<file path="src/rtl/f1_pkg.sv">
// Shared types and constants for the F1 lights-out / reaction-timer block.
// Holds the FSM state enum, LFSR tap positions and the default LFSR seed.
package f1_pkg;

    typedef enum logic [1:0] {
        IDLE,
        DELAY,
        REACT,
        DONE
    } lo_state_t;

    // x^7 + x^6 + 1: feedback from bits 6 and 5 of a left-shifting register
    localparam int LFSR_TAP_HI = 6;
    localparam int LFSR_TAP_LO = 5;

    localparam logic [6:0] DEFAULT_SEED = 7'h01;

endpackage

</file>
<file path="src/rtl/lfsr_7.sv">
// Free-running maximal-length Fibonacci LFSR, shifting left every clock.
// Ports: clk, rst (async, active-high) in; q = current register state out.
module lfsr_7 import f1_pkg::*; #(
    parameter int               WIDTH = 7,
    parameter logic [WIDTH-1:0] SEED  = WIDTH'(DEFAULT_SEED)
) (
    input  logic             clk,
    input  logic             rst,
    output logic [WIDTH-1:0] q
);

    localparam logic [WIDTH-1:0] ONE  = WIDTH'(1);
    // An all-zero register would lock up, so a zero seed becomes 1
    localparam logic [WIDTH-1:0] INIT = (SEED == '0) ? ONE : SEED;

    always_ff @(posedge clk or posedge rst) begin
        if (rst) begin
            q <= INIT;
        end else begin
            q <= {q[WIDTH-2:0], q[LFSR_TAP_HI] ^ q[LFSR_TAP_LO]};
        end
    end

endmodule

</file>
<file path="src/rtl/f1_lights_out.sv">
// Lights-out and reaction timer: random delay on cmd_delay rise, then time_out
// pulse and a measurement of clk cycles until react. Inputs: clk, rst (async,
// active-high), en tick, cmd_delay, react. Outputs: time_out, busy,
// react_valid, react_time, jump_start (early-press detection compiled in only
// when F1_JUMP_START_EN is defined, otherwise tied 0).
module f1_lights_out import f1_pkg::*; #(
    parameter int                    LFSR_WIDTH = 7,
    parameter logic [LFSR_WIDTH-1:0] SEED       = LFSR_WIDTH'(DEFAULT_SEED),
    parameter int                    RT_WIDTH   = 16
) (
    input  logic                clk,
    input  logic                rst,
    input  logic                en,
    input  logic                cmd_delay,
    input  logic                react,
    output logic                time_out,
    output logic                busy,
    output logic                react_valid,
    output logic [RT_WIDTH-1:0] react_time,
    output logic                jump_start
);

    localparam logic [LFSR_WIDTH-1:0] CNT_ONE = LFSR_WIDTH'(1);
    localparam logic [RT_WIDTH-1:0]   RT_ONE  = RT_WIDTH'(1);

    lo_state_t             state, state_n;
    logic                  cmd_q;
    logic                  rise;
    logic [LFSR_WIDTH-1:0] lfsr;
    logic [LFSR_WIDTH-1:0] cnt, cnt_n;
    logic [RT_WIDTH-1:0]   rt_cnt, rt_n;
    logic                  to_n, valid_n;
    logic [RT_WIDTH-1:0]   rtime_n;
`ifdef F1_JUMP_START_EN
    logic                  jump_r, jump_n;
`endif

    lfsr_7 #(
        .WIDTH (LFSR_WIDTH),
        .SEED  (SEED)
    ) u_lfsr (
        .clk (clk),
        .rst (rst),
        .q   (lfsr)
    );

    assign rise = cmd_delay & ~cmd_q;
    assign busy = (state == DELAY) || (state == REACT);

    always_comb begin
        state_n = state;
        cnt_n   = cnt;
        rt_n    = rt_cnt;
        to_n    = 1'b0;
        valid_n = react_valid;
        rtime_n = react_time;
`ifdef F1_JUMP_START_EN
        jump_n  = jump_r;
`endif
        unique case (state)
            IDLE, DONE: begin
                if (rise) begin
                    cnt_n   = lfsr;
                    valid_n = 1'b0;
                    rtime_n = '0;
`ifdef F1_JUMP_START_EN
                    jump_n  = 1'b0;
`endif
                    state_n = DELAY;
                end
            end
            DELAY: begin
`ifdef F1_JUMP_START_EN
                // An early press beats a coincident final tick
                if (react) begin
                    jump_n  = 1'b1;
                    state_n = DONE;
                end else if (en) begin
`else
                if (en) begin
`endif
                    cnt_n = cnt - CNT_ONE;
                    if (cnt == CNT_ONE) begin
                        rt_n    = '0;
                        to_n    = 1'b1;
                        state_n = REACT;
                    end
                end
            end
            REACT: begin
                rt_n = (&rt_cnt) ? rt_cnt : rt_cnt + RT_ONE;
                if (react) begin
                    rtime_n = rt_cnt;
                    valid_n = 1'b1;
                    state_n = DONE;
                end
            end
        endcase
    end

    always_ff @(posedge clk or posedge rst) begin
        if (rst) begin
            state       <= IDLE;
            cmd_q       <= 1'b0;
            cnt         <= '0;
            rt_cnt      <= '0;
            time_out    <= 1'b0;
            react_valid <= 1'b0;
            react_time  <= '0;
        end else begin
            state       <= state_n;
            cmd_q       <= cmd_delay;
            cnt         <= cnt_n;
            rt_cnt      <= rt_n;
            time_out    <= to_n;
            react_valid <= valid_n;
            react_time  <= rtime_n;
        end
    end

`ifdef F1_JUMP_START_EN
    always_ff @(posedge clk or posedge rst) begin
        if (rst) begin
            jump_r <= 1'b0;
        end else begin
            jump_r <= jump_n;
        end
    end

    assign jump_start = jump_r;
`else
    assign jump_start = 1'b0;
`endif

endmodule

</file>
<file path="config.mk">
export PLATFORM = sky130hd
export DESIGN_NAME = f1_lights_out
export DESIGN_NICKNAME = d
export VERILOG_FILES = /design/src/rtl/f1_pkg.sv /design/src/rtl/lfsr_7.sv /design/src/rtl/f1_lights_out.sv
export SDC_FILE = /design/constraint.sdc
export NUM_CORES = 1
export LEC_CHECK = 0
export BUFFER_PORTS_ARGS = -buffer_cell sky130_fd_sc_hd__buf_2
export CAP_MARGIN = 15
export CELL_PAD_IN_SITES_DETAIL_PLACEMENT = 0
export CELL_PAD_IN_SITES_GLOBAL_PLACEMENT = 1
export CORE_UTILIZATION = 45
export CTS_CLUSTER_DIAMETER = 30
export DETAILED_ROUTE_END_ITERATION = 8
export PLACE_DENSITY_LB_ADDON = 0.1
export REMOVE_ABC_BUFFERS = 1
export SETUP_SLACK_MARGIN = 0.3
export SLEW_MARGIN = 20
export SYNTH_ARGS = -nofsm -noshare
export SYNTH_HDL_FRONTEND = slang
export SYNTH_SLANG_ARGS = --single-unit
export TNS_END_PERCENT = 30
</file>
<file path="constraint.sdc">
create_clock -name clk -period 2.7 [get_ports clk]
set_input_delay 0.81 -clock clk [delete_from_list [all_inputs] [get_ports clk]]
set_output_delay 0.81 -clock clk [all_outputs]
set_load 0.02 [all_outputs]
</file>
==> flow_summary_export.csv, run 1 <==
group,metric,value,unit
detailed_routing,post_drt_wl_per_cell,15.1,µm
floorplan,core,5170,µm²
cts,cts.sinks,51,
synth,synth_mux_area_share,1.63,%
synth,ys_ff_latch,51,
floorplan,die-height,75.9,µm
timing,final_hold_viol_count,0,
layout,multiInputGateArea,1090,µm²
synth,netlist_area,2460,µm²
setup_path,worstPathCellList,"ha_1 > nand4_1 > or4_1 > nand2_2 > o21ai_0 > o41ai_1",
setup_path,ff2ff_path_depth,6,
detailed_routing,vias,1894,
detailed_routing,drt-pass1-iter-count,4,
timing,fmax,0.454,GHz
cts,cts_tree,"done",
setup_path,regToRegStartpoint,"rt_cnt[0]",
timing,fin_crit,2.20,ns
timing,slew_violations,0,
layout,utilization,53.9,%
floorplan,start_util,47.5,%
cts,cts_resized,0,
setup_path,cp.required,2.90,ns
setup_path,critPathArrivalTime,2.40,ns
min_path,min_to,"u_lfsr.q[5]",
power,p_per_area,960,nW/µm²
cts,clk_path_buf_depth,2,
synth,synth-compound-area-share,20.7,%
placed_design,port_buffers,23,
placed_design,place_ws,0.360,ns
synth,yosys_warnings,0,
timing,rsz0062_at_grt,"no",
timing,fin_setup_tns,0,ns
timing,setup_viol,0,
power,p_total,2680,µW
timing,finalWorstSetupSlack,0.497,ns
layout,regArea,1280,µm²
detailed_routing,viasPerCell,5.60,
setup_path,cp_max_fo,15,
layout,antenna_cells,0,
cts,post-cts-setup-buffers,0,
global_routing,grt_max_degree,29,
timing,tightest_slew,0.570,ns
floorplan,die-area,5760,µm²
flow_run,cap_violations,0,
floorplan,die_w,75.9,µm
power,ir_worst_vdd,0.573,mV
placed_design,routabilityCongestion,0.771,
synth,synth_top_family_by_area,"compound AO/OA/AOI/OAI gates",
synth,seq_area_frac_synth,52.0,%
setup_path,crit_buf_inv,0,
synth,syn_inst,244,
setup_path,cp-start-kind,"flop",
cts,clock_latency,0.30,ns
timing,fin_skew,0.00929,ns
synth,synth-adder-area-share,3.05,%
setup_path,worstReg2RegEnd,"rt_cnt[6]",
synth,yosys.area_share.xor_xnor,0.356,%
floorplan,rows,26,
global_routing,grt_pass1_wl,9040,µm
synth,synth_simple_gate_area_share,18.2,%
setup_path,slowest_stage,"or4_1",
cts,cts.htree.levels,2,
synth,synthFlopType,"dfrtp_1",
cts,clk_pin_slew_worst_paths,0.10,ns
setup_path,slowest_delay,0.70,ns
detailed_routing,drcViolationCount,0,
synth,avgSynthCellArea,10.1,µm²
timing,finalCritPeriodShare,81.6,%
setup_path,cp_top_family,"simple AND/OR/NAND/NOR gates",
layout,drive_above_1_share,16.8,%
min_path,hold_depth,0,
floorplan,num_io_pins,25,
timing,relSlewSlack,61.8,%
detailed_routing,routed_wl,5120,µm
placed_design,dpl.cell_count,330,
global_routing,track_usage,19.6,%
power,leakagePower,0.00130,µW
min_path,hold_path.class,"reg2reg",
cts,cts_buffers,5,
detailed_routing,first_iter_violations,86,
global_routing,gr-total-overflow,0,
run_status,status,"finished, final reports clean",
placed_design,hpwl,3700,µm
min_path,hold_start,"u_lfsr.q[4]",
layout,finalNonFillerCells,338,
setup_path,worstSetupEndpointType,"flop",
synth,async_reset_ff_share,100,%
cts,root_buffer,"clkbuf_8",
synth,synth_edf_count,0,
detailed_routing,ant_nets,0,
synth,yosysUniqueCellTypes,44,
setup_path,worstSetupPathType,"reg2reg",
cts,cts-hold-fix-buffers,0,
layout,fin_nets,278,
setup_path,rrSetupSlack,0.50,ns
layout,nFillCells,474,
layout,syn2layout_area_growth,13.3,%
global_routing,grt_pass1_vias,1871,
global_routing,antenna_found_initial,0,
[cells in the mapped netlist (2+ instances only)]
master | number | area share [%]
or4_1 | 3 | 0.92
o31ai_1 | 8 | 2.4
o21ai_0 | 25 | 5.1
o41ai_1 | 2 | 0.71
clkbuf_1 | 10 | 1.5
or3_1 | 2 | 0.51
nor2_1 | 13 | 2.0
nand2b_1 | 2 | 0.51
a21oi_1 | 13 | 2.6
inv_1 | 10 | 1.5
dfrtp_1 | 50 | 51
a31oi_1 | 2 | 0.51
buf_2 | 2 | 0.41
ha_1 | 6 | 3.1
nand3_1 | 14 | 2.8
and2_1 | 5 | 1.3
a21o_1 | 3 | 0.92
a22o_1 | 16 | 5.7
mux2i_1 | 4 | 1.6
and3_1 | 2 | 0.51
nor3_1 | 3 | 0.61
nand4b_1 | 3 | 1.1
nand2_1 | 17 | 2.6
nand4_1 | 9 | 2.3
[flip-flops by register name, indices dropped and copies added (netlist names)]
| register | cells |
|---|---|
| cmd_q | 1 |
| cnt | 7 |
| react_time | 16 |
| react_valid | 1 |
| rt_cnt | 16 |
| state | 2 |
| time_out | 1 |
| u_lfsr.q | 7 |
[kinds of logic (layout without fill, tap and decap cells)]
group           after synthesis  in the layout
flops                        51             51
other cells                   1              1
compound gates               76             76
mux                           4              4
xor+xnor                      1              1
buf+inv                      24             48
simple gates                 81             81
fa+ha+maj                     6              6
[report_power, final]
group | switching (µW) | internal (µW) | total, µW | leakage [µW]
Combinational | 698 | 411 | 1110 | 0.000551
Sequential | 132 | 887 | 1020 | 0.000684
Clock | 248 | 300 | 548 | 0.0000612
[final cells by class]
cell class	instances	area share, %
Tap cell	70	3.14
Clock inverter	2	1.26
Sequential cell	51	45.8
Inverter	10	1.35
Clock buffer	6	2.96
Multi-Input combinational cell	169	39.0
Timing Repair Buffer	30	6.47
[worst max path at each step]
| stage | startpoint | end | slack, ns | depth (start not counted) |
|---|---|---|---|---|
| 2_1_floorplan | state[0] | rt_cnt[6] | 0.61 | 7 |
| 3_3_place_gp | rt_cnt[0] | rt_cnt[6] | 0.46 | 6 |
| 3_5_place_dp | rt_cnt[0] | rt_cnt[6] | 0.36 | 6 |
| 4_1_cts | rt_cnt[0] | rt_cnt[6] | 0.34 | 6 |
| 5_1_grt | rt_cnt[0] | rt_cnt[6] | 0.37 | 6 |
| 6_report | rt_cnt[0] | rt_cnt[6] | 0.50 | 6 |
[cell usage in the layout (no fill, tap or decap), types with 8 or more instances in the layout]
| cell type | count |
|---|---|
| a21oi_1 | 13 |
| a22o_1 | 16 |
| buf_2 | 23 |
| dfrtp_1 | 50 |
| inv_1 | 9 |
| nand2_1 | 16 |
| nand3_1 | 14 |
| nand4_1 | 9 |
| nor2_1 | 13 |
| o21ai_0 | 25 |
| o31ai_1 | 8 |
[per-stage QoR]
| stage | hold WS, ns | area, µm² |
|---|---|---|
| CTS | 0.388 | 2780 |
| finish | 0.381 | 2790 |
| detailed placement | 0.359 | 2670 |
| floorplan | 0.349 | 2400 |
| global placement | 0.371 | 2670 |
| global route | 0.403 | 2790 |
[metal layers]
| layer | up-vias | GRT usage, % | wire [µm] |
|---|---|---|---|
| met4 | 0 | 6.92 | 96 |
| met3 | 11 | 3.98 | 137 |
| li1 | 940 | - | - |
| met1 | 912 | 24.8 | 2310 |
| met2 | 31 | 33.2 | 2580 |
| met5 | - | 0 | 0 |
[worst register-to-register path: stages (launching register included)]
cell and delay [ns]:
dfrtp_1 0.48, ha_1 0.26, nand4_1 0.11, or4_1 0.70
nand2_2 0.31, o21ai_0 0.16, o41ai_1 0.09
Note: power is estimated with default switching activity, not from simulation.
==> run 2, diff against run 1 <==
--- a/config.mk
+++ b/config.mk
@@ -9,7 +9,7 @@
 export CAP_MARGIN = 15
 export CELL_PAD_IN_SITES_DETAIL_PLACEMENT = 0
 export CELL_PAD_IN_SITES_GLOBAL_PLACEMENT = 1
-export CORE_UTILIZATION = 45
+export CORE_UTILIZATION = 41
 export CTS_CLUSTER_DIAMETER = 30
 export DETAILED_ROUTE_END_ITERATION = 8
 export PLACE_DENSITY_LB_ADDON = 0.1
==> constraint.sdc (replaced) <==
create_clock -name clk -period 1.8 [get_ports clk]
set_input_delay 0.54 -clock clk [delete_from_list [all_inputs] [get_ports clk]]
set_output_delay 0.54 -clock clk [all_outputs]
set_load 0.02 [all_outputs]
==> run 2 against run 1 <==
The flow now finishes with violations (setup timing). Sequential power increased by 42%. Flip-flop and latch count is the same. Register-to-register slack lost 0.56 ns. Critical path depth is 1 lower. Largest cell class unchanged. Largest power group unchanged.
==> flow_summary_export.csv, run 2 (synthesized netlist as in run 1, its figures left out) <==
group,metric,value,unit
power,p_total,4900,µW
cts,cts_tree,"done",
power,p_per_area,1470,nW/µm²
detailed_routing,post_drt_wl_per_cell,15.7,µm
timing,setup_viol,10,
layout,multiInputGateArea,1270,µm²
min_path,hold_path.class,"in2async",
setup_path,worstSetupEndpointType,"flop",
floorplan,core,5640,µm²
global_routing,grt_pass1_vias,1993,
layout,syn2layout_area_growth,35.9,%
setup_path,crit_start,"cnt[3]",
setup_path,ff2ff_path_depth,5,
setup_path,critPathArrivalTime,2.11,ns
floorplan,die-height,79.4,µm
timing,fin_crit,1.87,ns
detailed_routing,vias,2096,
global_routing,grt_pass1_wl,9870,µm
setup_path,slowest_stage,"or4_4",
placed_design,hpwl,4040,µm
floorplan,die_w,79.4,µm
setup_path,cp_max_fo,5,
cts,cts.sinks,51,
layout,antenna_cells,0,
placed_design,routabilityCongestion,0.828,
layout,fin_nets,321,
timing,rsz0062_at_grt,"yes",
global_routing,antenna_found_initial,0,
setup_path,slowest_delay,0.61,ns
setup_path,worstReg2RegEnd,"rt_cnt[12]",
layout,drive_above_1_share,40.2,%
placed_design,port_buffers,23,
setup_path,worstPathCellList,"or4_4 > o31ai_4 > nand3_4 > or3_4 > nand3_2",
detailed_routing,ant_nets,0,
setup_path,regToRegStartpoint,"cnt[3]",
floorplan,die-area,6310,µm²
layout,regArea,1280,µm²
run_status,violations,"setup timing",
layout,final_common_cell,"dfrtp_1",
global_routing,gr-total-overflow,0,
cts,root_buffer,"clkbuf_8",
power,leakagePower,0.00156,µW
detailed_routing,first_iter_violations,110,
timing,finalWorstSetupSlack,-0.0679,ns
timing,fin_skew,0.00856,ns
detailed_routing,routed_wl,6010,µm
global_routing,track_usage,20.7,%
global_routing,grt_max_degree,34,
cts,cts_buffers,5,
cts,clk_path_buf_depth,2,
detailed_routing,viasPerCell,5.47,
timing,final_hold_viol_count,0,
setup_path,cp.required,2.04,ns
run_status,status,"finished with violations",
detailed_routing,drt-pass1-iter-count,4,
cts,clock_latency,0.31,ns
setup_path,cp-start-kind,"flop",
floorplan,rows,27,
cts,clk_pin_slew_worst_paths,0.09,ns
floorplan,num_io_pins,25,
layout,nFillCells,502,
flow_run,cap_violations,0,
layout,layout_common_cells,"50 x dfrtp_1, 44 x buf_4, 22 x buf_2",
timing,holdWs,0.249,ns
timing,finalCritPeriodShare,104,%
detailed_routing,drcViolationCount,0,
setup_path,rrSetupSlack,-0.07,ns
setup_path,worstSetupPathType,"reg2reg",
setup_path,cp_top_family,"simple AND/OR/NAND/NOR gates",
cts,cts.htree.levels,2,
timing,fmax,0.535,GHz
floorplan,start_util,43.6,%
setup_path,crit_buf_inv,0,
power,ir_worst_vdd,1.26,mV
layout,largestRegisters,"react_time: 16 flops, rt_cnt: 16 flops",
timing,slew_violations,0,
## run 2: cell count changes in the layout (fill, tap and decap cells not counted), sizes merged
cell | previous run | this run
buf | 30 | 73
clkinv | 1 | 2
inv | 10 | 9
## run 2: worst max-delay path by stage
stage / endpoint / slack [ns] / depth (start not counted)
after global routing: rt_cnt[12] / -0.14 / 5
after CTS: rt_cnt[12] / -0.06 / 5
after floorplan: rt_cnt[7] / -0.29 / 7
after detailed placement: rt_cnt[8] / -0.15 / 9
after global placement: rt_cnt[10] / -0.15 / 9
final: rt_cnt[12] / -0.07 / 5
## run 2: through the flow
step	TNS (ns)	instance area, µm²	util, %	worst slack [ns]	instances
after global placement	-2.83	2950	52.2	-0.149	369
after global routing	-1.42	3340	59.2	-0.143	383
final	-0.252	3340	59.2	-0.0679	383
after detailed placement	-2.72	2950	52.2	-0.150	369
after floorplan	-8.27	2400	-	-0.293	230
after CTS	-0.330	3260	57.7	-0.0565	380
## run 2: worst reg2reg max path: stages, from the launching register on
cell	delay, ns
dfrtp_1	0.39
or4_4	0.61
o31ai_4	0.26
nand3_4	0.11
or3_4	0.37
nand3_2	0.07
## run 2: metal layers
layer	wire length, µm	global-route usage, %	vias to the layer above
met4	42	4.36	0
met5	0	0	-
met1	2930	29.6	1012
li1	-	-	1038
met2	2840	32.7	41
met3	196	3.43	5
## run 2: cell type report
| cell class | count | share of cell area, % |
|---|---|---|
| Sequential cell | 51 | 38.2 |
| Tap cell | 72 | 2.70 |
| Multi-Input combinational cell | 169 | 38.0 |
| Inverter | 10 | 1.50 |
| Clock buffer | 6 | 2.47 |
| Timing Repair Buffer | 73 | 16.1 |
| Clock inverter | 2 | 1.05 |
## run 2: timing repair
item,4_1_cts,5_1_grt
resized for setup,58,16
pin swaps,33,26
buffers inserted,3,3
endpoints found under the setup margin,43,42
gates cloned,0,0
hold buffers,0,0
## run 2: report_power, final
group | switching, µW | internal [µW] | total [µW]
Clock | 386 | 450 | 837
Combinational | 1450 | 1160 | 2610
Sequential | 122 | 1330 | 1450
